**src/rtl/xgs_athena_pkg.sv**
```systemverilog
// Shared encodings for the XGS trigger controller: FSM states, grab
// sources and hardware trigger activation modes.
package xgs_athena_pkg;

    typedef enum logic [2:0] {
        ST_IDLE    = 3'd0,
        ST_ARMED   = 3'd1,
        ST_DELAY   = 3'd2,
        ST_FIRE    = 3'd3,
        ST_WAIT_RO = 3'd4
    } ctrl_state_t;

    localparam logic [2:0] SRC_IMMEDIATE = 3'd1;
    localparam logic [2:0] SRC_HW_TRIG   = 3'd2;
    localparam logic [2:0] SRC_SW_TRIG   = 3'd3;
    localparam logic [2:0] SRC_SFNC      = 3'd4;

    localparam logic [2:0] ACT_RISING    = 3'd0;
    localparam logic [2:0] ACT_FALLING   = 3'd1;
    localparam logic [2:0] ACT_ANY       = 3'd2;
    localparam logic [2:0] ACT_LEVEL_HI  = 3'd3;
    localparam logic [2:0] ACT_LEVEL_LO  = 3'd4;

endpackage

```
**src/rtl/xgs_trig_filter.sv**
```systemverilog
// External trigger conditioning: 2-flop synchronizer, glitch filter that
// needs filter_len+1 consecutive differing samples, and edge detection.
module xgs_trig_filter #(
    parameter int FILT_W = 8
) (
    input  logic              clk,
    input  logic              reset_n,
    input  logic              trig_in,
    input  logic [FILT_W-1:0] filter_len,
    output logic              level,
    output logic              rise,
    output logic              fall
);

    logic [1:0]        sync_reg;
    logic              filt_reg;
    logic              filt_d_reg;
    logic [FILT_W-1:0] cnt_reg;

    always_ff @(posedge clk) begin
        if (!reset_n) begin
            sync_reg   <= '0;
            filt_reg   <= 1'b0;
            filt_d_reg <= 1'b0;
            cnt_reg    <= '0;
        end else begin
            sync_reg   <= {sync_reg[0], trig_in};
            filt_d_reg <= filt_reg;
            // cnt_reg holds how many differing samples were already seen
            if (sync_reg[1] != filt_reg) begin
                if (cnt_reg == filter_len) begin
                    filt_reg <= sync_reg[1];
                    cnt_reg  <= '0;
                end else begin
                    cnt_reg  <= cnt_reg + 1'b1;
                end
            end else begin
                cnt_reg <= '0;
            end
        end
    end

    // Edges are combinational off the filter registers to keep latency minimal.
    assign level = filt_reg;
    assign rise  = filt_reg & ~filt_d_reg;
    assign fall  = ~filt_reg & filt_d_reg;

endmodule

```
**src/rtl/xgs_trig_ctrl.sv**
```systemverilog
// Grab/trigger sequencer for the XGS sensor: event qualification, trigger
// delay, sensor handshake, frame counting and missed-trigger statistics.
module xgs_trig_ctrl
    import xgs_athena_pkg::*;
#(
    parameter int DLY_W  = 24,
    parameter int FILT_W = 8,
    parameter int CNT_W  = 16
) (
    input  logic              sys_clk,
    input  logic              sys_reset_n,
    input  logic              grab_arm,
    input  logic              grab_abort,
    input  logic [2:0]        grab_source,
    input  logic [2:0]        grab_activation,
    input  logic [CNT_W-1:0]  grab_count,
    input  logic [DLY_W-1:0]  trig_delay,
    input  logic [FILT_W-1:0] filter_len,
    input  logic              hw_trig_in,
    input  logic              sw_trig,
    input  logic              sensor_ready,
    input  logic              readout_done,
    output logic              sensor_trig,
    output logic              grab_active,
    output logic              grab_done,
    output logic [CNT_W-1:0]  trig_missed_cnt,
    output logic [2:0]        ctrl_state
);

    logic hw_level, hw_rise, hw_fall;
    logic hw_evt, hw_edge_evt, trig_evt, missable_evt;

    ctrl_state_t       state_reg;
    logic [DLY_W-1:0]  dly_cnt_reg;
    logic [CNT_W-1:0]  frames_left_reg;
    logic [CNT_W-1:0]  missed_cnt_reg;
    logic              sensor_trig_reg;
    logic              grab_done_reg;

    xgs_trig_filter #(
        .FILT_W (FILT_W)
    ) u_filter (
        .clk        (sys_clk),
        .reset_n    (sys_reset_n),
        .trig_in    (hw_trig_in),
        .filter_len (filter_len),
        .level      (hw_level),
        .rise       (hw_rise),
        .fall       (hw_fall)
    );

    // Level-qualified events never count as missed; only discrete events do.
    always_comb begin
        hw_evt      = 1'b0;
        hw_edge_evt = 1'b0;
        case (grab_activation)
            ACT_RISING:   begin hw_evt = hw_rise;           hw_edge_evt = hw_rise;           end
            ACT_FALLING:  begin hw_evt = hw_fall;           hw_edge_evt = hw_fall;           end
            ACT_ANY:      begin hw_evt = hw_rise | hw_fall; hw_edge_evt = hw_rise | hw_fall; end
            ACT_LEVEL_HI: hw_evt = hw_level;
            ACT_LEVEL_LO: hw_evt = ~hw_level;
            default:      ;
        endcase

        trig_evt     = 1'b0;
        missable_evt = 1'b0;
        case (grab_source)
            SRC_IMMEDIATE: trig_evt = 1'b1;
            SRC_HW_TRIG:   begin trig_evt = hw_evt;           missable_evt = hw_edge_evt;           end
            SRC_SW_TRIG:   begin trig_evt = sw_trig;          missable_evt = sw_trig;               end
            SRC_SFNC:      begin trig_evt = hw_evt | sw_trig; missable_evt = hw_edge_evt | sw_trig; end
            default:       ;
        endcase
    end

    always_ff @(posedge sys_clk) begin
        if (!sys_reset_n) begin
            state_reg       <= ST_IDLE;
            dly_cnt_reg     <= '0;
            frames_left_reg <= '0;
            missed_cnt_reg  <= '0;
            sensor_trig_reg <= 1'b0;
            grab_done_reg   <= 1'b0;
        end else begin
            sensor_trig_reg <= 1'b0;
            grab_done_reg   <= 1'b0;

            if (missable_evt && missed_cnt_reg != '1 &&
                (state_reg == ST_DELAY || state_reg == ST_FIRE || state_reg == ST_WAIT_RO))
                missed_cnt_reg <= missed_cnt_reg + 1'b1;

            if (grab_abort) begin
                state_reg <= ST_IDLE;
            end else begin
                case (state_reg)
                    ST_IDLE: if (grab_arm) begin
                        state_reg       <= ST_ARMED;
                        frames_left_reg <= grab_count;
                        missed_cnt_reg  <= '0;
                    end
                    ST_ARMED: if (trig_evt) begin
                        if (trig_delay == '0) begin
                            state_reg <= ST_FIRE;
                        end else begin
                            state_reg   <= ST_DELAY;
                            dly_cnt_reg <= trig_delay;
                        end
                    end
                    ST_DELAY: begin
                        dly_cnt_reg <= dly_cnt_reg - 1'b1;
                        if (dly_cnt_reg == DLY_W'(1))
                            state_reg <= ST_FIRE;
                    end
                    ST_FIRE: if (sensor_ready) begin
                        sensor_trig_reg <= 1'b1;
                        state_reg       <= ST_WAIT_RO;
                    end
                    ST_WAIT_RO: if (readout_done) begin
                        // frames_left stays 0 only for a continuous grab
                        if (frames_left_reg == '0) begin
                            state_reg <= ST_ARMED;
                        end else begin
                            frames_left_reg <= frames_left_reg - 1'b1;
                            if (frames_left_reg == CNT_W'(1)) begin
                                state_reg     <= ST_IDLE;
                                grab_done_reg <= 1'b1;
                            end else begin
                                state_reg <= ST_ARMED;
                            end
                        end
                    end
                    default: state_reg <= ST_IDLE;
                endcase
            end
        end
    end

    assign sensor_trig     = sensor_trig_reg;
    assign grab_done       = grab_done_reg;
    assign grab_active     = (state_reg != ST_IDLE);
    assign trig_missed_cnt = missed_cnt_reg;
    assign ctrl_state      = state_reg;

endmodule
```
**config.mk**
```make
export PLATFORM = sky130hd
export DESIGN_NAME = xgs_trig_ctrl
export DESIGN_NICKNAME = d
export VERILOG_FILES = /design/src/rtl/xgs_athena_pkg.sv /design/src/rtl/xgs_trig_filter.sv /design/src/rtl/xgs_trig_ctrl.sv
export SDC_FILE = /design/constraint.sdc
export NUM_CORES = 1
export LEC_CHECK = 0
export BUFFER_PORTS_ARGS = -buffer_cell sky130_fd_sc_hd__buf_2
export CAP_MARGIN = 0
export CORE_MARGIN = 2
export CORE_UTILIZATION = 30
export CTS_CLUSTER_DIAMETER = 200
export DETAILED_ROUTE_END_ITERATION = 6
export GPL_TIMING_DRIVEN = 0
export SLEW_MARGIN = 20
export SYNTH_ARGS = -nofsm -noshare
export SYNTH_HDL_FRONTEND = slang
export SYNTH_SLANG_ARGS = --single-unit
export TNS_END_PERCENT = 50
```
**constraint.sdc**
```tcl
create_clock -name sys_clk -period 3.65 [get_ports sys_clk]
set_input_delay 0.365 -clock sys_clk [delete_from_list [all_inputs] [get_ports sys_clk]]
set_output_delay 0.365 -clock sys_clk [all_outputs]
set_load 0.05 [all_outputs]
```
# After elaboration in Yosys (flattened, before gate mapping)
# Cells that the tools add are included.
[totals] reg_bits=73 inputBits=62 output_inout_bits=22 word_cells=96
[classes] addsub=4 eq_ne=24 n_mux=26 bitwise=13 reduce_logical=19
[ops] op="$mux 16" count=7
[ops] op="$mux 24" count=2
[ops] op="$pmux 24 s2" count=1
[ops] op="$pmux 16 s2" count=1
[ops] op="$eq 24x1->1 const B" count=1
[ops] op="$logic_not 24->1" count=1
[ops] op="$sub 24x1->24 const B" count=1
[ops] op="$eq 3x2->1 const B" count=6
[ops] op="$add 16x1->16 const B" count=1
[ops] op="$eq 16x1->1 const B" count=1
[ops] op="$logic_not 16->1" count=1
[ops] op="$ne 16x16->1 const B" count=1
[ops] op="$sub 16x1->16 const B" count=1
[ops] op="$mux 3" count=5
[ops] op="$pmux 3 s5" count=1
[ops] op="$ne 2x2->1 const B" count=6
[ops] op="$reduce_and 5->1" count=2
[ops] op="$eq 3x1->1 const B" count=3
[ops] op="$eq 3x3->1 const B" count=3
[ops] op="$add 8x1->8 const B" count=1
[ops] op="$eq 8x8->1" count=1
[ops] op="$not 1->1" count=8
[ops] op="$logic_not 3->1" count=2
[ops] op="$pmux 1 s3" count=2
[ops] op="16 further kinds" count=27

# Depth between registers and ports, before layout
# Gate-level depths: netlist (run 1).
[logic_depth] word_depth=12 depth_mapped=11 ltp_nobuf=9

# By module
# Synthesis (run 1) repeated with hierarchy kept, for this count alone.
[hier_totals] cells_unflattened=575 area_unflattened_um2=4446.8
[modules_own_cells] module="xgs_trig_ctrl" n_inst=1 cells_each=519 area_each_um2=3902.5
[modules_own_cells] module="xgs_trig_filter" n_inst=1 cells_each=56 area_each_um2=544.3

# Least setup slack after synthesis (run 1)
# No wires, ideal clock.
[synth_timing] path_kind="register to register" startpoint="reg missed_cnt_reg[5], in the netlist trig_missed_cnt[5]" endpoint="reg missed_cnt_reg[15], in the netlist trig_missed_cnt[15]" setup_ps=130 t_arrival_ps=2271 path_slack_ps=1249 stages_incl_launch_ff=8 path_buffers=0 period_less_slack_ps=2401 cell_sequence="dfxtp_1 > and4_1 > nand4_1 > nor3_1 > a2111o_1 > nor3_1 > xnor2_1 > nor2_1"
[synth_between] elab_chain_len=7 word_cells_on_any_way=8 classes_between="add/sub: 1; eq/ne: 1; mux: 4; reduce/logical: 2"
[synth_lines] element="start: declaration" line_no="xgs_trig_ctrl.sv:36" rtl="logic [CNT_W-1:0] missed_cnt_reg;"
[synth_lines] element="start signal: assignment" line_no="xgs_trig_ctrl.sv:90" rtl="missed_cnt_reg <= missed_cnt_reg + 1'b1;"
[synth_lines] element="parallel branches: the longest is 3 deep, another holds $add 16x1->16"
[synth_lines] element="$mux 16 (*)" line_no="xgs_trig_ctrl.sv:88" rtl="if (missable_evt && missed_cnt_reg != '1 &&"
[synth_lines] element="$mux 16" line_no="xgs_trig_ctrl.sv:96" rtl="ST_IDLE: if (grab_arm) begin"
[synth_lines] element="$mux 16" line_no="xgs_trig_ctrl.sv:95" rtl="case (state_reg)"
[synth_lines] element="$mux 16 (*)" line_no="xgs_trig_ctrl.sv:92" rtl="if (grab_abort) begin"
# Mark *: on every way between the ends.
# A chain may end at the register's enable or synchronous reset.

# Final worst setup path (run 1)
[layout_timing] startpoint="reg u_filter.filt_reg, in the netlist u_filter.level" endpoint="reg dly_cnt_reg[6]"
[layout_between] elab_chain_len=8 word_cells_on_any_way=9 classes_between="eq/ne: 1; mux: 2; bitwise: 5; reduce/logical: 1"
[layout_lines] element="start: declaration" line_no="xgs_trig_filter.sv:16" rtl="logic filt_reg;"
[layout_lines] element="start signal: assignment" line_no="xgs_trig_filter.sv:32" rtl="filt_reg <= sync_reg[1];"
[layout_lines] element="$not 1->1" line_no="xgs_trig_filter.sv:46, xgs_trig_ctrl.sv:61"
[layout_lines] element="$and 1x1->1" line_no="xgs_trig_filter.sv:46" rtl="assign fall = ~filt_reg & filt_d_reg;"
[layout_lines] element="$or 1x1->1" line_no="xgs_trig_ctrl.sv:59" rtl="ACT_ANY: begin hw_evt = hw_rise | hw_fall; hw_edge_evt = hw_rise | hw_fall; end"
[layout_lines] element="$pmux 1 s5 (*)" line_no="xgs_trig_ctrl.sv:56" rtl="case (grab_activation)"
[layout_lines] element="$or 1x1->1" line_no="xgs_trig_ctrl.sv:71" rtl="SRC_SFNC: begin trig_evt = hw_evt | sw_trig; missable_evt = hw_edge_evt | sw_trig; end"
[layout_lines] element="$pmux 1 s4 (*)" line_no="xgs_trig_ctrl.sv:67" rtl="case (grab_source)"
[layout_lines] element="$ne 2x2->1 (no source line) (*)"
[layout_lines] element="$reduce_and 4->1 (no source line) (*)"
[layout_lines] element="end signal: assignment" line_no="xgs_trig_ctrl.sv:106" rtl="dly_cnt_reg <= trig_delay;"
[layout_lines] element="end signal: assignment" line_no="xgs_trig_ctrl.sv:110" rtl="dly_cnt_reg <= dly_cnt_reg - 1'b1;"
[layout_lines] element="end: declaration" line_no="xgs_trig_ctrl.sv:34" rtl="logic [DLY_W-1:0] dly_cnt_reg;"
# Mark *: on every way between the ends. The rest lies on a longest branch, timed or not.

==> results.md, run 1 <==
- Relative to the synthesized area, the layout overhead comes to 21.1%.
- Summed over all layers, the global routing overflow is 0.
- The leakage power is ~2.2 nW.
- After detailed routing, the number of remaining DRC violations is 0.
- The residual antenna-violating net count after detailed routing is 0.
- The chip width is about 130 um.
- The number of buffers inserted by hold repair at cts is 0.
- The number of vias after detailed routing is around 4700.
- The number of antenna violations at the first check in global routing is 0.
- The biggest fanout along the worst timing path is 10.
- Sorting the synthesized cells by how often they occur yields sky130_fd_sc_hd__nor2_1 (75), sky130_fd_sc_hd__dfxtp_1 (73), sky130_fd_sc_hd__nand2_1 (67).
- CTS built an H-tree with a depth of 3.
- The floorplan step set the die height to 125 um.
- The nature of the critical path endpoint is a register.
- For this block, the initial DRC count from the detailed router was roughly 540.
- The largest total area in the synthesized netlist belongs to sky130_fd_sc_hd__dfxtp_1.
- The number of maximum-capacitance violations is 0.
- The maximum vdd drop is 0.000203 V.
- The clock period minus final worst setup slack is 2950 ps.
- In the post-synthesis netlist, the biggest area contributors are sky130_fd_sc_hd__dfxtp_1 (33%), sky130_fd_sc_hd__nor2_1 (6.4%), sky130_fd_sc_hd__o21ai_0 (6.1%), sky130_fd_sc_hd__nand2_1 (5.7%), sky130_fd_sc_hd__a21oi_1 (3.6%).
- The reg2reg setup slack is around 700 ps.
- The number of port buffers is 83.
- The highest achievable clock rate is ~340 MHz.
- The boundary pin count is between 80 and 90.
- The clock sink total is 73.
- The startpoint of the worst register-to-register path is u_filter.level$_SDFFE_PN0P_.
- The portion of the post-synthesis area used by sequential elements is 33.2%.
- The number of distinct library cell variants in the gate-level netlist after synthesis is slightly below 60.
- The arrival time reported for the critical path endpoint is 3220 ps.
- Routability-driven placement finished with a final weighted congestion of slightly below 0.9.
- The final-report hold violation count was 0.
- The design draws about 0.002 W.
- The final worst-path cycle share is around 80%.
- Entering global routing, the biggest net connects 13 pins.
- The via count of the first global-routing pass was roughly 4300.
- The worst setup path is launched from a register.
- The number of cells on the worst hold path is 2.
- The total of flip-flops plus latches after synthesis is 73.
- Row generation in the floorplan step produced 44 rows.
- The first detailed-routing pass ran for 5 iterations.
- The repair_antennas step left the layout with diodes totalling 0.
- The post-CTS setup buffer count is 0.
- Headroom to the max-slew limit came out at between 40% and 50%.
- Global routing used roughly 17% of the available tracks across all layers.
- The slew at the pin closest to its max-slew limit is roughly 890 ps.
- Clock tree synthesis inserted a total of 9 buffers.
- Tracing the worst setup path back leads to its startpoint at u_filter.level$_SDFFE_PN0P_.
- The total nets after synthesis is approximately 660.
- The register with the most flip-flops in the layout has 24 of them.
- The final instance area is around 5300 um2.
- For this block, the routed nets add up to 13400 um of wire.
- The critical path required time is roughly 3900 ps.
- The post-route core utilization is between 30% and 40%.
- The final HPWL from detailed placement is 9780 um.
- Synthesis handed over a netlist of slightly below 600 instances.
- After clock tree synthesis, the clock-pin slew on the worst setup and hold paths is 60 ps.
- The cell sitting at the root of the clock tree is a sky130_fd_sc_hd__clkbuf_16.
- After detailed routing, the average wire length per cell comes to about 15 um.
- The wire length of the first global-routing pass is about 22000 um.
- The run finished with clean final reports.
- Averaged over all synthesized cells, the footprint is roughly 7.4 um2.
- The clock tree from TritonCTS is yes.
- The number of nets in the final layout is between 700 and 800.
- The clock passes through at most 2 buffers.
- The placeable core area is roughly 14000 um2.
- The path category of the worst min-delay check is in2reg.
- The final worst clock skew is 10.2 ps.
- The setup total negative slack is 0 ps.
- In the synthesized netlist the dominant register cell turns out to be sky130_fd_sc_hd__dfxtp_1.
- The share of post-route cells with drive strength above 1 is 15.9%.
- The worst hold path begins at hw_trig_in.
- The floorplan step defined a die boundary enclosing 15700 um2.
- The synthesized netlist occupies a cell area of 4400 um2.
- Counting flops with an async set or reset pin after synthesis yields a share of 0%.
- During synthesis, Yosys emitted a total of 0 warnings.
- The portion of synthesized cell area occupied by the leading cell type is 33.2%.
- Dividing the detail-routed via count by the number of cells gives 5.33.
- The critical path is of the reg2reg type.
- Gates resized during post-CTS repair numbered 0.
- Setup repair after global routing left no endpoint under its margin.
- Setup violations remaining at the end of the flow were counted as 0.
- The number of max-slew violations in the final report is 0.
- Counting flops with a built-in enable in the synthesized netlist gives 0.
- The worst register-to-register path has a depth of 11.
- The initial standard-cell utilization of the core is a little under a third.
- In this run the power density over the cells is around 370 nW/um2.
- The most frequent cell after synthesis is sky130_fd_sc_hd__nor2_1.
- The area of placed instances is 5050 um2.
- The worst-skew pair later-pin latency is about 350 ps.
- The number of filler cells placed in the layout is around 1600.
## metal layers
layer,GRT usage [%],share of wire (%)
met1,24.3,47
met2,25.4,44
met3,5.61,7.4
met4,4.97,1.6
met5,0,0
## worst paths after layout
path,to
hold / removal,u_filter.sync_reg[0]$_SDFF_PN0_
hold reg to reg,u_filter.sync_reg[1]$_SDFF_PN0_
setup / recovery,dly_cnt_reg[6]$_SDFFE_PN0P_
setup reg to reg,dly_cnt_reg[6]$_SDFFE_PN0P_
## through the flow
step | worst slack [ps] | instances | hold WS [ps]
floorplan | 1250 | 592 | 412
global placement | 727 | 859 | 453
detailed placement | 738 | 859 | 448
CTS | 718 | 875 | 212
global route | 373 | 875 | 217
finish | 705 | 875 | 221
## final cells by class
class	count	area [um2]	share of cell area, %
buffer	32	159	2.98
tap	184	230	4.32
sequential	73	1460	27.4
clock inverter	5	30.0	0.564
multi-input combinational	469	2710	50.9
clock buffer	11	253	4.74
timing repair buffer	83	415	7.80
inverter	18	67.6	1.27
## critical path: stages, from the launching register on
cell and delay [ps]:
sky130_fd_sc_hd__dfxtp_1 440, sky130_fd_sc_hd__inv_1 70, sky130_fd_sc_hd__ha_1 270, sky130_fd_sc_hd__nand2b_1 90
sky130_fd_sc_hd__nand3b_1 90, sky130_fd_sc_hd__and2_1 170, sky130_fd_sc_hd__o211a_1 240, sky130_fd_sc_hd__o21ai_0 330
sky130_fd_sc_hd__clkbuf_1 430, sky130_fd_sc_hd__clkbuf_1 470, sky130_fd_sc_hd__o211ai_1 170, sky130_fd_sc_hd__o21ai_0 100
## power breakdown
part	switching, W	internal, W	total (W)
Combinational	0.000195	0.000119	0.000313
Sequential	0.0000194	0.000815	0.000835
Clock	0.000351	0.000493	0.000844
## cell usage in the layout (no fill, tap or decap), types with 6 or more instances in the layout
cell type,instances
sky130_fd_sc_hd__clkbuf_16,9
sky130_fd_sc_hd__clkbuf_1,27
sky130_fd_sc_hd__xor2_1,18
sky130_fd_sc_hd__o31ai_1,10
sky130_fd_sc_hd__nand2_1,67
sky130_fd_sc_hd__nor3_1,21
sky130_fd_sc_hd__nand3_1,21
sky130_fd_sc_hd__nor2_1,75
sky130_fd_sc_hd__a21oi_1,32
sky130_fd_sc_hd__ha_1,8
sky130_fd_sc_hd__or3_1,7
sky130_fd_sc_hd__a31oi_1,7
sky130_fd_sc_hd__nand4_1,8
sky130_fd_sc_hd__o21ai_0,54
sky130_fd_sc_hd__inv_1,18
sky130_fd_sc_hd__dfxtp_1,73
sky130_fd_sc_hd__o211ai_1,19
sky130_fd_sc_hd__nand2b_1,10
sky130_fd_sc_hd__xnor2_1,9
sky130_fd_sc_hd__buf_2,83
sky130_fd_sc_hd__o21ai_1,6
sky130_fd_sc_hd__nor4_1,22
sky130_fd_sc_hd__and2_1,13
## kinds of logic (layout without fill, tap and decap cells)
group	after synthesis	after routing	share of synthesized area (%)
AND/OR/NAND/NOR	268	268	30.0
AO/OA/AOI/OAI	163	163	23.3
flip-flops	73	73	33.2
buffers and inverters	50	149	5.15
XOR/XNOR	27	27	5.37
adder cells (fa/ha/maj)	8	8	2.27
multiplexers	3	3	0.682
Power figures use the tool's default switching activity.
==> inputs of run 2 (changes only) <==
--- a/config.mk
+++ b/config.mk
@@ -5,6 +5,7 @@
 export SDC_FILE = /design/constraint.sdc
 export NUM_CORES = 1
 export LEC_CHECK = 0
+export ABC_AREA = 1
 export BUFFER_PORTS_ARGS = -buffer_cell sky130_fd_sc_hd__buf_2
 export CAP_MARGIN = 0
 export CORE_MARGIN = 2
==> constraint.sdc (replaced) <==
create_clock -name sys_clk -period 2.5 [get_ports sys_clk]
set_input_delay 0.25 -clock sys_clk [delete_from_list [all_inputs] [get_ports sys_clk]]
set_output_delay 0.25 -clock sys_clk [all_outputs]
set_load 0.05 [all_outputs]
==> run 2 against run 1 <==
Effect of this change: critical path depth is 3 higher; critical endpoint is now dly_cnt_reg[22]$_SDFFE_PN0P_; sequential power is 51% higher; largest power group is now sequential cells; register-to-register slack worse by 300 ps; die area up 15%; worst setup slack got worse by 300 ps; utilization is 0.44 points lower; clock skew shrank 2.0 ps; via count rose by 17%; synthesized area grew 16%.
==> results.md, run 2 <==
- The final setup violation count is 0 (unchanged).
- The average size of a mapped cell came to 5.97 um2 (was 7.43 um2).
- The total detailed-routing wirelength was 14400 um (was 13400 um).
- The count of synthesis-stage warnings from yosys came to 0 (unchanged).
- The boundary pin count is 84 (unchanged).
- The final worst clock skew came to 8.17 ps (was 10.2 ps).
- The initial standard-cell utilization of the core is 30.7% (was 30.5%).
- The maximum vdd drop was 0.000330 V (was 0.000203 V).
- The flip-flop count of the largest register after layout is 24 (unchanged).
- The highest achievable clock rate is 477 MHz (was 340 MHz).
- The die span in y is 134 um (was 125 um).
- The number of buffers inserted by hold repair at cts is 0 (unchanged).
- The slew at the pin closest to its max-slew limit is 615 ps (was 888 ps).
- The maximum number of pins on one net before global-route repair was 12 (was 13).
- The worst slew slack as a fraction of its limit is 59.0% (was 40.4%).
- The number of standard-cell rows in the floorplan is 47 (was 44).
- The power density over cell area is 547 nW/um2 (was 374 nW/um2).
- Most frequent cells in the layout: sky130_fd_sc_hd__nand2_1 (236), sky130_fd_sc_hd__nor2_1 (163), sky130_fd_sc_hd__buf_2 (88), sky130_fd_sc_hd__inv_1 (84), sky130_fd_sc_hd__dfxtp_1 (73) (was sky130_fd_sc_hd__buf_2 (83), sky130_fd_sc_hd__nor2_1 (75), sky130_fd_sc_hd__dfxtp_1 (73), sky130_fd_sc_hd__nand2_1 (67), sky130_fd_sc_hd__o21ai_0 (54)).
- The combined area of the multi-input logic cells is 3170 um2 (was 2710 um2).
- The number of cells on the worst reg-to-reg path came to 14 (was 11).
- The least setup slack across all paths after layout is 402 ps (was 705 ps).
- The number of cells on the worst hold path is 3 (was 2).
- The number of antenna violations at the first check in global routing is 0 (unchanged).
- The final RePlAce weighted congestion is 0.882 (was 0.892).
- The count of unresolved DRC violations after routing came to 0 (unchanged).
- The biggest fanout along the worst timing path was 10 (unchanged).
- The path category of the worst min-delay check is in2reg (unchanged).
- The clock tree from TritonCTS is yes (unchanged).
- The total placed cells including tap cells was 1155 (was 859).
- The startpoint of the worst register-to-register path is u_filter.level$_SDFFE_PN0P_ (unchanged).
- The kind of start point of the critical path is a register (unchanged).
- The number of filler cells placed in the layout is 1892 (was 1566).
- The clock transition at the registers of the reported paths is 60 ps (about the same).
- The most frequent cell after synthesis is sky130_fd_sc_hd__nand2_1 (was sky130_fd_sc_hd__nor2_1).
- The residual antenna-violating net count after detailed routing is 0 (unchanged).
- The number of port buffers is 83 (unchanged).
- The synthesis-to-layout area growth is 19.0% (was 21.1%).
- The setup total negative slack is 0 ps (unchanged).
- The most area-hungry cell type in the Yosys netlist was sky130_fd_sc_hd__dfxtp_1 (unchanged).
- The final instance area is 6050 um2 (was 5330 um2).
- The reg2reg setup slack is 400 ps (was 700 ps).
- The average vias per placed instance is 4.65 (was 5.33).
- The via count of the first global-routing pass was 5049 (was 4327).
- The hold path startpoint is hw_trig_in (unchanged).
- The share of synthesized flip-flops with an asynchronous set or reset is 0% (unchanged).
- The CTS H-tree depth is 3 (unchanged).
- Unrepaired setup endpoints after global routing: false (unchanged).
- The total nets after synthesis was 922 (was 662).
- The wire length of the first global-routing pass is 24400 um (was 22000 um).
- The most frequent standard cell in the layout excluding fill and tap cells is sky130_fd_sc_hd__nand2_1 (was sky130_fd_sc_hd__buf_2).
- The number of maximum-capacitance violations came to 0 (unchanged).
- The count of flip-flops with a built-in enable after synthesis is 0 (unchanged).
- The post-CTS setup buffer count is 0 (unchanged).
- The placeable core area is 16600 um2 (was 14400 um2).
- The length of the first detailed-routing pass in iterations is 5 (unchanged).
- The final HPWL from detailed placement is 11000 um (was 9780 um).
- The number of buffers on the longest clock path is 2 (unchanged).
- The end of the worst register-to-register path is dly_cnt_reg[22]$_SDFFE_PN0P_ (was dly_cnt_reg[6]$_SDFFE_PN0P_).
- Dominant cells by area after synthesis: sky130_fd_sc_hd__dfxtp_1 (29%), sky130_fd_sc_hd__nand2_1 (17%), sky130_fd_sc_hd__nor2_1 (12%), sky130_fd_sc_hd__nand3_1 (6.2%), sky130_fd_sc_hd__inv_1 (6.2%) (was sky130_fd_sc_hd__dfxtp_1 (33%), sky130_fd_sc_hd__nor2_1 (6.4%), sky130_fd_sc_hd__o21ai_0 (6.1%), sky130_fd_sc_hd__nand2_1 (5.7%), sky130_fd_sc_hd__a21oi_1 (3.6%)).
- The portion of the post-synthesis area used by sequential elements came to 28.7% (was 33.2%).
- The number of max-slew violations in the final report was 0 (unchanged).
- The number of nets in the final layout is 1016 (was 756).
- The worst-skew pair later-pin latency is 340 ps (was 350 ps).
- The post-cts gate resize count is 0 (unchanged).
- Run status: finished clean (unchanged).
- The critical path required time was 2780 ps (was 3930 ps).
- The leakage power came to 2.96 nW (was 2.15 nW).
- The final-report hold violation count is 0 (unchanged).
- The final cell count without fillers was 1171 (was 875).
- The total inserted antenna cells is 0 (unchanged).
- The instance count of the mapped netlist is 852 (was 592).
- The total die area is 18000 um2 (was 15700 um2).
- The clock sink total is 73 (unchanged).
- Synth top cells by count: sky130_fd_sc_hd__nand2_1 (236), sky130_fd_sc_hd__nor2_1 (163), sky130_fd_sc_hd__inv_1 (84) (was sky130_fd_sc_hd__nor2_1 (75), sky130_fd_sc_hd__dfxtp_1 (73), sky130_fd_sc_hd__nand2_1 (67)).
- The DRC violation total after the first TritonRoute iteration was 406 (was 544).
- The synthesized cell area was 5090 um2 (was 4400 um2).
- The clock root buffer is sky130_fd_sc_hd__clkbuf_16 (unchanged).
- The number of distinct library cell variants in the gate-level netlist after synthesis was 36 (was 58).
- The total of flip-flops plus latches after synthesis is 73 (unchanged).
- The clock period minus final worst setup slack came to 2100 ps (was 2950 ps).
- The detailed-route wire length per cell came to 12.3 um (was 15.4 um).
- The sink of the worst hold path is u_filter.sync_reg[0]$_SDFF_PN0_ (unchanged).
- The arrival time reported for the critical path endpoint is 2380 ps (was 3220 ps).
- The number of vias after detailed routing is 5446 (was 4667).
- The pre-CTS setup slack is 394 ps (was 738 ps).
- The critical setup path kind is reg2reg (unchanged).
- The share of post-route cells with drive strength above 1 is 15.5% (was 15.9%).
- The total clock buffers created by CTS is 9 (unchanged).
- The area used by sequential logic in the layout is 1460 um2 (unchanged).
- The portion of synthesized cell area occupied by the leading cell type is 28.7% (was 33.2%).
- The smallest hold slack is 98.8 ps (was 221 ps).
- The area of placed instances is 5780 um2 (was 5050 um2).
- The leading register cell type out of synthesis is sky130_fd_sc_hd__dfxtp_1 (unchanged).
- The total routing resource utilization after global routing is 16.7% (was 17.3%).
- The leftover overflow at the end of global routing is 0 (unchanged).
- The nature of the critical path endpoint is a register (unchanged).
- The final worst-path cycle share is 83.9% (was 80.7%).
- The chip width is 134 um (was 125 um).
==> run 2: changes by cell type after synthesis, sizes merged, moves of 9 or more <==
cell and change:
o21ai -16, nor4 -22, inv +73, a21oi +9, o211ai -19, nand2b -10, nand2 +175, and2 -12
clkbuf -18, nor2 +106, nand4 +10, nand3 +44
==> run 2: report_power, final <==
part | leakage [nW] | switching, W | internal [W]
clock | 0.139 | 0.000521 | 0.000723
combinational | 2.22 | 0.000530 | 0.000278
sequential | 0.592 | 0.0000505 | 0.00121
==> run 2: routing by layer <==
| metal | up-vias | track usage, % | wire [um] |
|---|---|---|---|
| met1 | 2392 | 22.5 | 7090 |
| met2 | 140 | 26.7 | 6290 |
| met4 | 0 | 6.96 | 350 |
| li1 | 2892 | - | - |
| met3 | 22 | 2.57 | 673 |
| met5 | - | 0 | 0 |
==> run 2: how the worst max path moves through the flow <==
| stage | to | depth (start not counted) | slack [ps] | from |
|---|---|---|---|---|
| after CTS | dly_cnt_reg[9]$_SDFFE_PN0P_ | 14 | 360 | u_filter.level$_SDFFE_PN0P_ |
| after floorplan | trig_missed_cnt[5]$_SDFF_PN0_ | 10 | 430 | trig_missed_cnt[0]$_SDFF_PN0_ |
| after global routing | dly_cnt_reg[7]$_SDFFE_PN0P_ | 14 | 130 | u_filter.level$_SDFFE_PN0P_ |
| final | dly_cnt_reg[22]$_SDFFE_PN0P_ | 14 | 400 | u_filter.level$_SDFFE_PN0P_ |
| after global placement | dly_cnt_reg[9]$_SDFFE_PN0P_ | 14 | 410 | u_filter.level$_SDFFE_PN0P_ |
| after detailed placement | dly_cnt_reg[20]$_SDFFE_PN0P_ | 14 | 390 | u_filter.level$_SDFFE_PN0P_ |
==> run 2: layout make-up <==
type | count | area share [%]
multi-input combinational | 666 | 52.3
sequential | 73 | 24.1
timing repair buffer | 83 | 6.86
inverter | 92 | 5.70
tap | 220 | 4.55
clock buffer | 13 | 4.30
buffer | 21 | 1.90
clock inverter | 3 | 0.248
==> run 2: critical path: stages, from the launching register on <==
cell and delay (ps):
sky130_fd_sc_hd__dfxtp_1 420, sky130_fd_sc_hd__inv_2 70, sky130_fd_sc_hd__ha_1 270, sky130_fd_sc_hd__inv_1 30, sky130_fd_sc_hd__nand3_1 90, sky130_fd_sc_hd__nand2_1 60, sky130_fd_sc_hd__nor2_1 80, sky130_fd_sc_hd__nand2_1 50
sky130_fd_sc_hd__nand2_1 110, sky130_fd_sc_hd__nand3_2 210, sky130_fd_sc_hd__nand2_2 150, sky130_fd_sc_hd__buf_6 160, sky130_fd_sc_hd__buf_6 200, sky130_fd_sc_hd__nor2_2 40, sky130_fd_sc_hd__nor2_1 100
==> run 2: per-stage QoR <==
step	util [%]	power, W
after global routing	36.5	0.00352
final	36.5	0.00331
after floorplan	-	0.00186
after detailed placement	34.8	0.00208
after global placement	34.8	0.00208
after CTS	36.5	0.00334
==> run 2: cell families (layout without fill, tap and decap cells) <==
family	Yosys count	after routing	share of synthesized area [%]
simple gates	537	537	45.4
buf+inv	113	212	9.05
fa+ha+maj	8	8	1.97
compound gates	90	90	9.47
xor+xnor	30	30	5.16
flops	73	73	28.7
mux	1	1	0.221
==> inputs of run 3 (changes only) <==
==> constraint.sdc (replaced) <==
create_clock -name sys_clk -period 1.8 [get_ports sys_clk]
set_input_delay 0.18 -clock sys_clk [delete_from_list [all_inputs] [get_ports sys_clk]]
set_output_delay 0.18 -clock sys_clk [all_outputs]
set_load 0.05 [all_outputs]
==> run 3 against run 2 <==
Effect of this change: utilization up 2.0 points; final area rose by 5.4%; worst setup slack got worse by 320 ps; flip-flop and latch count did not move; critical path type unchanged; largest power group unchanged; highest routed layer unchanged.
==> results.md, run 3 (synthesis results as in run 2) <==
- The worst slew slack as a fraction of its limit is 58.1% (was 59.0%).
- The sink of the worst hold path is u_filter.sync_reg[0]$_SDFF_PN0_ (unchanged).
- The total routing resource utilization after global routing is 16.7% (about the same).
- The chip width is 134 um (unchanged).
- The smallest hold slack came to 35.2 ps (was 98.8 ps).
- The power density over cell area was 725 nW/um2 (was 547 nW/um2).
- The final-report hold violation count is 0 (unchanged).
- The worst stage delay on the critical path is 350 ps (was 420 ps).
- The number of port buffers is 83 (unchanged).
- The CTS H-tree depth is 3 (unchanged).
- The share of post-route cells with drive strength above 1 is 21.0% (was 15.5%).
- The DRC violation total after the first TritonRoute iteration is 399 (was 406).
- The number of vias after detailed routing came to 5497 (was 5446).
- The residual antenna-violating net count after detailed routing is 0 (unchanged).
- The maximum number of pins on one net before global-route repair was 12 (unchanged).
- The final HPWL from detailed placement came to 11100 um (was 11000 um).
- The total clock buffers created by CTS is 9 (unchanged).
- The maximum vdd drop was 0.000477 V (was 0.000330 V).
- Worst path cell trace: inv_4 -> ha_4 -> inv_2 -> nand3_2 -> nand2_1 -> nor2_1 -> nand2_1 -> nand2_2 -> nand3_4 -> nand2_4 -> buf_12 -> buf_4 -> nand2_1 -> nand2_1 -> nor2_1 (was inv_2 -> ha_1 -> inv_1 -> nand3_1 -> nand2_1 -> nor2_1 -> nand2_1 -> nand2_1 -> nand3_2 -> nand2_2 -> buf_6 -> buf_6 -> nor2_2 -> nor2_1).
- The final cell count without fillers was 1182 (was 1171).
- The reg2reg setup slack came to 80 ps (was 400 ps).
- The synthesis-to-layout area growth is 25.4% (was 19.0%).
- The clock root buffer is sky130_fd_sc_hd__clkbuf_16 (unchanged).
- The number of buffers inserted by hold repair at cts is 0 (unchanged).
- The final RePlAce weighted congestion came to 0.881 (was 0.882).
- The final worst-path cycle share is 95.3% (was 83.9%).
- The boundary pin count came to 84 (unchanged).
- The total die area is 18000 um2 (unchanged).
- The detailed-route wire length per cell is 12.6 um (was 12.3 um).
- Run status: finished clean (unchanged).
- The biggest fanout along the worst timing path is 8 (was 10).
- The critical path required time is 2040 ps (was 2780 ps).
- The length of the first detailed-routing pass in iterations came to 6 (was 5).
- The flip-flop count of the largest register after layout is 24 (unchanged).
- The placeable core area is 16600 um2 (unchanged).
- The startpoint of the worst register-to-register path is u_filter.level$_SDFFE_PN0P_ (unchanged).
- The post-route core utilization is 38.5% (was 36.5%).
- The leftover overflow at the end of global routing was 0 (unchanged).
- The total detailed-routing wirelength came to 14800 um (was 14400 um).
- The number of filler cells placed in the layout is 1822 (was 1892).
- The kind of start point of the critical path is a register (unchanged).
- The wire length of the first global-routing pass is 24400 um (about the same).
- The worst-skew pair later-pin latency is 340 ps (about the same).
- The number of cells on the worst hold path is 3 (unchanged).
- The critical setup path kind is reg2reg (unchanged).
- The final worst clock skew is 8.38 ps (was 8.17 ps).
- The end of the worst register-to-register path is dly_cnt_reg[12]$_SDFFE_PN0P_ (was dly_cnt_reg[22]$_SDFFE_PN0P_).
- The highest achievable clock rate is 583 MHz (was 477 MHz).
- The via count of the first global-routing pass is 5133 (was 5049).
- The arrival time reported for the critical path endpoint is 1950 ps (was 2380 ps).
- The nature of the critical path endpoint was a register (unchanged).
- The path category of the worst min-delay check is in2reg (unchanged).
- The number of max-slew violations in the final report is 0 (unchanged).
- The cell repeated most along the worst path is sky130_fd_sc_hd__nand2_1 (unchanged).
- The number of nets in the final layout is 1028 (was 1016).
- The most frequent standard cell in the layout excluding fill and tap cells was sky130_fd_sc_hd__nand2_1 (unchanged).
- The final setup violation count was 0 (unchanged).
- The clock period minus final worst setup slack came to 1720 ps (was 2100 ps).
- Most frequent cells in the layout: sky130_fd_sc_hd__nand2_1 (231), sky130_fd_sc_hd__nor2_1 (155), sky130_fd_sc_hd__buf_2 (83), sky130_fd_sc_hd__inv_1 (80), sky130_fd_sc_hd__nand3_1 (60) (was sky130_fd_sc_hd__nand2_1 (236), sky130_fd_sc_hd__nor2_1 (163), sky130_fd_sc_hd__buf_2 (88), sky130_fd_sc_hd__inv_1 (84), sky130_fd_sc_hd__dfxtp_1 (73)).
- The number of maximum-capacitance violations is 0 (unchanged).
- The hold path startpoint is hw_trig_in (unchanged).
- The number of antenna violations at the first check in global routing is 0 (unchanged).
- The cell with the biggest individual delay on the critical path is sky130_fd_sc_hd__dfxtp_4 (was sky130_fd_sc_hd__dfxtp_1).
- The total inserted antenna cells is 0 (unchanged).
- Unrepaired setup endpoints after global routing: true (was false).
- The number of standard-cell rows in the floorplan is 47 (unchanged).
- The number of buffers on the longest clock path is 2 (unchanged).
- The clock sink total is 73 (unchanged).
- The number of cells on the worst reg-to-reg path is 15 (was 14).
- The average vias per placed instance was 4.65 (about the same).
- The clock transition at the registers of the reported paths is 60 ps (about the same).
- The initial standard-cell utilization of the core came to 30.7% (unchanged).
- The clock tree from TritonCTS is yes (unchanged).
- The total placed cells including tap cells came to 1155 (unchanged).
- The count of unresolved DRC violations after routing was 0 (unchanged).
- The leakage power is 3.11 nW (was 2.96 nW).
- The slew at the pin closest to its max-slew limit was 628 ps (was 615 ps).
- The die span in y is 134 um (unchanged).
## run 3: changes by cell type in the layout (fill, tap and decap cells not counted), moves of 5 or more
cell / delta
sky130_fd_sc_hd__buf_2: -5
sky130_fd_sc_hd__clkbuf_1: -5
sky130_fd_sc_hd__nor2_4: +7
sky130_fd_sc_hd__dfxtp_1: -14
sky130_fd_sc_hd__nor2_1: -8
sky130_fd_sc_hd__nand2_1: -5
sky130_fd_sc_hd__buf_4: +14
sky130_fd_sc_hd__dfxtp_2: +10
## run 3: routing by layer
layer / share of wire [%] / track usage, % / vias to the layer above
li1: - / - / 2907
met2: 45 / 26.9 / 145
met1: 49 / 22.4 / 2421
met5: 0 / 0 / -
met4: 2.3 / 6.84 / 0
met3: 4.1 / 2.42 / 24
## run 3: worst max path at each step
stage	slack, ps	from	endpoint	cells past startpoint
2_1_floorplan	30	u_filter.level$_SDFFE_PN0P_	dly_cnt_reg[6]$_SDFFE_PN0P_	14
3_3_place_gp	-280	u_filter.level$_SDFFE_PN0P_	dly_cnt_reg[16]$_SDFFE_PN0P_	14
3_5_place_dp	-320	u_filter.level$_SDFFE_PN0P_	dly_cnt_reg[16]$_SDFFE_PN0P_	14
4_1_cts	10	dly_cnt_reg[0]$_SDFFE_PN0P_	dly_cnt_reg[16]$_SDFFE_PN0P_	11
5_1_grt	-40	u_filter.level$_SDFFE_PN0P_	dly_cnt_reg[10]$_SDFFE_PN0P_	15
6_report	80	u_filter.level$_SDFFE_PN0P_	dly_cnt_reg[12]$_SDFFE_PN0P_	15
## run 3: repair_timing
action | in CTS | in global routing
gates cloned | 1 | 0
buffers inserted | 5 | 6
gates resized for setup | 23 | 42
hold endpoints to repair | 0 | 0
endpoints found under the setup margin | 46 | 54
pin swaps | 3 | 10
## run 3: worst max-delay path: cells and delay by family (launching register included)
kind,cells,cell delay (ps)
and+or+nand+nor,10,660
DFF,1,350
buffers and inverters,4,330
adders and majority gates,1,250
## run 3: final cells by class
class	count	area, um2	share of cell area [%]
Buffer	21	156	2.45
Clock buffer	11	243	3.81
Clock inverter	4	20.0	0.314
Inverter	92	349	5.47
Multi-Input combinational cell	666	3320	52.0
Sequential cell	73	1490	23.3
Tap cell	220	275	4.32
Timing Repair Buffer	95	529	8.30
## run 3: through the flow
stage / power [W] / worst slack (ps) / setup TNS, ps / area, um2
6_report: 0.00463 / 84.0 / 0 / 6380
2_1_floorplan: 0.00259 / 29.2 / 0 / 5110
5_1_grt: 0.00490 / -39.6 / -283 / 6380
4_1_cts: 0.00459 / 10.1 / 0 / 6210
3_3_place_gp: 0.00289 / -282 / -8330 / 5800
3_5_place_dp: 0.00289 / -323 / -8990 / 5800
## run 3: power by group
group          switching (W)  leakage [nW]  internal, W
Clock               0.000700         0.135     0.000954
Combinational       0.000775          2.37     0.000445
Sequential         0.0000764         0.600      0.00168
